`config.mk`:
```
export PLATFORM = sky130hd
export DESIGN_NAME = range_reg_arbiter
export DESIGN_NICKNAME = d
export VERILOG_FILES = /design/src/rtl/range_reg_arbiter.sv
export SDC_FILE = /design/constraint.sdc
export NUM_CORES = 1
export LEC_CHECK = 0
export ABC_CLOCK_PERIOD_IN_PS = 3920
export BUFFER_PORTS_ARGS = -buffer_cell sky130_fd_sc_hd__buf_2
export CAP_MARGIN = 20
export CORE_ASPECT_RATIO = 1.4
export CORE_MARGIN = 1.5
export CORE_UTILIZATION = 49
export CTS_CLUSTER_SIZE = 25
export DETAILED_ROUTE_END_ITERATION = 7
export GPL_TIMING_DRIVEN = 0
export PLACE_DENSITY = 0.92
export SETUP_SLACK_MARGIN = 0.05
export SLEW_MARGIN = 10
export SYNTH_ARGS = -nofsm -noshare
export SYNTH_HDL_FRONTEND = slang
export SYNTH_SLANG_ARGS = --single-unit
```
`constraint.sdc`:
```
create_clock -name clk -period 3.92 [get_ports clk]
set_input_delay 0.588 -clock clk [delete_from_list [all_inputs] [get_ports clk]]
set_output_delay 0.588 -clock clk [all_outputs]
set_load 0.02 [all_outputs]
```
`src/rtl/range_reg_arbiter.sv`:
```
// range_reg_arbiter
//   Round-robin arbiter for four requesters that share one range-limited
//   4-bit data register. The winner's nibble is captured at grant time.
//   One cycle later it is either accepted (the value is stored, with
//   do_vld and ack pulses) or rejected (err pulse, err_src = winner).
//
//   Build option: define RANGE_ERR_CNT_EN to get a saturating 8-bit reject
//   counter on err_cnt. Without it, err_cnt is tied to 0 and no counter
//   register exists.
//
// Parameters
//   LIMIT    exclusive upper bound on accepted values (0..16)
// Ports
//   clk      clock, rising edge
//   rst      synchronous active-high reset
//   req      per-requester request, bit i = requester i
//   di       packed write data, requester i on di[4i+3:4i]
//   gnt      registered one-hot grant
//   ack      registered one-hot accept pulse
//   dout     shared data register ("do" is a reserved word in SystemVerilog)
//   do_vld   one-cycle pulse on each dout update
//   err      one-cycle pulse on each rejected write
//   err_src  index of the rejected requester; holds between errors
//   err_cnt  saturating reject count (0 unless RANGE_ERR_CNT_EN)
module range_reg_arbiter #(
    parameter logic [4:0] LIMIT = 5'd12
) (
    input  logic        clk,
    input  logic        rst,
    input  logic [3:0]  req,
    input  logic [15:0] di,
    output logic [3:0]  gnt,
    output logic [3:0]  ack,
    output logic [3:0]  dout,
    output logic        do_vld,
    output logic        err,
    output logic [1:0]  err_src,
    output logic [7:0]  err_cnt
);

    typedef enum logic {IDLE, CHECK} state_t;

    state_t     state, state_nxt;
    logic [1:0] ptr;
    logic [1:0] win;       // requester that owns the transaction in CHECK
    logic [3:0] cap;       // value captured at grant time
    logic [1:0] win_nxt;
    logic       found;
    logic [1:0] idx;
    logic       accept;

    // Round-robin search starting at ptr. The 2-bit index wraps 3->0 on its own.
    always_comb begin
        found   = 1'b0;
        win_nxt = ptr;
        idx     = ptr;
        for (int k = 0; k < 4; k++) begin
            idx = ptr + 2'(k);
            if (!found && req[idx]) begin
                found   = 1'b1;
                win_nxt = idx;
            end
        end
    end

    // Zero-extend so that LIMIT=16 accepts every value and LIMIT=0 accepts none.
    assign accept = ({1'b0, cap} < LIMIT);

    always_ff @(posedge clk) begin
        if (rst) state <= IDLE;
        else     state <= state_nxt;
    end

    always_comb begin
        state_nxt = state;
        case (state)
            IDLE:    if (found) state_nxt = CHECK;
            CHECK:   state_nxt = IDLE;
            default: state_nxt = IDLE;
        endcase
    end

    // Registered outputs and datapath. A reset during CHECK drops the
    // transaction, because reset has priority over the closing edge.
    always_ff @(posedge clk) begin
        if (rst) begin
            ptr     <= 2'd0;
            win     <= 2'd0;
            cap     <= 4'd0;
            gnt     <= 4'd0;
            ack     <= 4'd0;
            dout    <= 4'd0;
            do_vld  <= 1'b0;
            err     <= 1'b0;
            err_src <= 2'd0;
        end else begin
            ack    <= 4'd0;
            do_vld <= 1'b0;
            err    <= 1'b0;
            case (state)
                IDLE: begin
                    if (found) begin
                        cap <= di[4*win_nxt +: 4];
                        win <= win_nxt;
                        gnt <= 4'b0001 << win_nxt;
                        ptr <= win_nxt + 2'd1;
                    end else begin
                        gnt <= 4'd0;
                    end
                end
                CHECK: begin
                    gnt <= 4'd0;
                    if (accept) begin
                        dout   <= cap;
                        do_vld <= 1'b1;
                        ack    <= 4'b0001 << win;
                    end else begin
                        err     <= 1'b1;
                        err_src <= win;
                    end
                end
                default: gnt <= 4'd0;
            endcase
        end
    end

`ifdef RANGE_ERR_CNT_EN
    logic [7:0] cnt;

    always_ff @(posedge clk) begin
        if (rst)
            cnt <= 8'd0;
        else if (state == CHECK && !accept && cnt != 8'hFF)
            cnt <= cnt + 8'd1;
    end

    assign err_cnt = cnt;
`else
    assign err_cnt = 8'd0;
`endif

endmodule

```
==> flow_metrics.tcl <==
set metrics [dict create \
    yosys-top-cells-count "dfxtp_1, nor2_1, mux2i_1" \
    multi_input_area_um2 502 \
    drv_cap 0 \
    ys_ff_latch 25 \
    ir_worst_vdd_uv 266 \
    antenna_left 0 \
    cts_resized 0 \
    power_per_cell_area_mw_per_mm2 406 \
    ys_async_sr_fraction_pct 0 \
    antenna_cells 0 \
    grt_pass1_wl_mm 3.75 \
    p_leak_nw 0.678 \
    drt-vias-per-instance 5.09 \
    synthMuxAreaShare_pct 12.9 \
    synth-xor-area-share_pct 0.806 \
    worstSetupPathType "in -> reg" \
    start_kind "input port" \
    worstReg2RegStart "ptr[1]" \
    synth-compound-area-share_pct 11.0 \
    cts.path.max_buffers 2 \
    startpoint "req[3]" \
    synth_edf_count 0 \
    status "finished clean" \
    start_util_pct 51.1 \
    die_area_mm2 0.00251 \
    grt_use_total_pct 19.8 \
    fp.coreArea_mm2 0.00213 \
    wl_met3_um 72 \
    overflow 0 \
    synth.most_common_cell "dfxtp_1" \
    die_h_um 58.7 \
    synth_top_area_share_pct 46.0 \
    worst_slack_ns 2.23 \
    dp_hpwl_mm 1.75 \
    synthAdderAreaFrac_pct 0 \
    fin_crit_sh_pct 43.2 \
    drive_gt1_share_pct 33.8 \
    ys.flop_type "dfxtp_1" \
    met2WireLength_mm 1.22 \
    chipWidth_um 42.8 \
    synthTopCellsByArea "dfxtp_1, mux2i_1, buf_4" \
    fin_worst_skew_ns 0.00692 \
    ios 46 \
    avgSynthCellArea_um2 9.71 \
    htree_levels 1 \
    wl_per_cell_um 12.4 \
    top_layer "met4" \
    clock_sinks 25 \
    place_congestion 0.716 \
    firstDrtPassIters 4 \
    crit_fanout 7 \
    nets 183 \
    synthSimpleGateAreaFrac_pct 18.6 \
    ys_types 30 \
    cts_buffers 3 \
    worst_pin_slew_ns 0.563 \
    arrival_ns 1.90 \
    power.total_uw 549 \
    slew-limit-headroom_pct 62.4 \
    synth.yosys.seq_area_share_pct 46.0 \
    drt-met1-wl_um 885 \
    cp-end-kind "flop" \
    critPathRequiredTime_ns 4.12 \
    fin_tns_setup_ns 0 \
    hold_path_class "in -> reg" \
    fmax_mhz 591 \
    fin_crit_ns 1.69 \
    setup_viol 0 \
    dp_slack_ns 1.90 \
    netlist_area_mm2 0.00109 \
    first_global_vias 909 \
    area_growth_pct 24.4 \
    vias 926 \
    first_iter_violations 13 \
    cts_tree "built" \
    synth_top_family_by_area "simple AND/OR/NAND/NOR gates" \
    hold_violations 0 \
    holdBufCountCts 0 \
    io_buffers 37 \
    ys_warn_count 0 \
    hold_start "rst" \
    fillers 181 \
    yosysTopAreaCell "dfxtp_1" \
    finalWirelength_mm 2.26 \
    syn_inst 112 \
    path_clk_slew_ns 0.13 \
    final_max_slew_viol_count 0 \
    drc_errors 0 \
    antenna_found_initial 0 \
    cts_root_buf "clkbuf_4" \
    clock_latency_ns 0.33 \
    fp-row-count 20 \
    rsz0062_at_grt "no" \
    post_cts.repair.setup_buffers 0 \
    seq_area_um2 500 \
    grt_max_degree 14 \
]
[flip-flops by register name (all words and copies together), names as in the netlist]
signal   flops
dout         4
win          2
ptr          2
cap          4
gnt          4
err_src      2
err          1
state        1
ack          4
do_vld       1
[kinds of logic after synthesis]
kind of cell,after synthesis
buffers and inverters,15
XOR/XNOR,1
AND/OR/NAND/NOR,41
other,1
AO/OA/AOI/OAI,15
flip-flops,25
multiplexers,14
[worst paths after layout]
kind / cells after the start / slack (ns) / endpoint
max: 7 / 2.23 / cap[0]
min: 2 / 0.50 / ptr[0]
max reg2reg: 7 / 2.27 / cap[0]
min reg2reg: 2 / 0.51 / dout[1]
[final cells by class]
cell class                      count  area share, %
Clock buffer                        4           1.94
Timing Repair Buffer               37           13.7
Inverter                            3          0.833
Tap cell                           22           2.04
Multi-Input combinational cell     79           37.1
Sequential cell                    25           37.0
Buffer                             12           7.40
[layout by cell type, fill, tap and decap left out, types with 4 or more instances in the layout]
cell type	instances
mux2i_1	14
buf_2	38
o221ai_1	4
a21oi_1	4
buf_4	8
nor2_1	16
conb_1	8
dfxtp_1	25
nand2_1	7
nand3b_1	4
[through the flow]
| step | cell area, µm² | hold slack, ns | util [%] | cells |
|---|---|---|---|---|
| 2_1_floorplan | 1110 | 0.440 | - | 119 |
| 3_3_place_gp | 1330 | 0.471 | 62.4 | 178 |
| 3_5_place_dp | 1330 | 0.481 | 62.4 | 178 |
| 4_1_cts | 1350 | 0.511 | 63.6 | 182 |
| 5_1_grt | 1350 | 0.516 | 63.6 | 182 |
| 6_report | 1350 | 0.503 | 63.6 | 182 |
[worst max-delay path, stage by stage]
cell and delay (ns):
buf_2 0.14, nor4_1 0.43, or2_1 0.16, buf_2 0.17, nor2_2 0.06, nand2_1 0.18, o221ai_1 0.17
[per-layer routing]
metal	GRT usage (%)	vias to the layer above
met1	20.1	430
met5	0	-
li1	-	465
met2	37.2	24
met4	13.4	0
met3	1.84	7
[where the power goes]
group,total (mW),switching [mW],internal (mW)
sequential,0.292,0.0160,0.276
combinational,0.141,0.0751,0.0663
clock,0.116,0.0762,0.0400
Note: power is estimated with default switching activity, not from simulation.
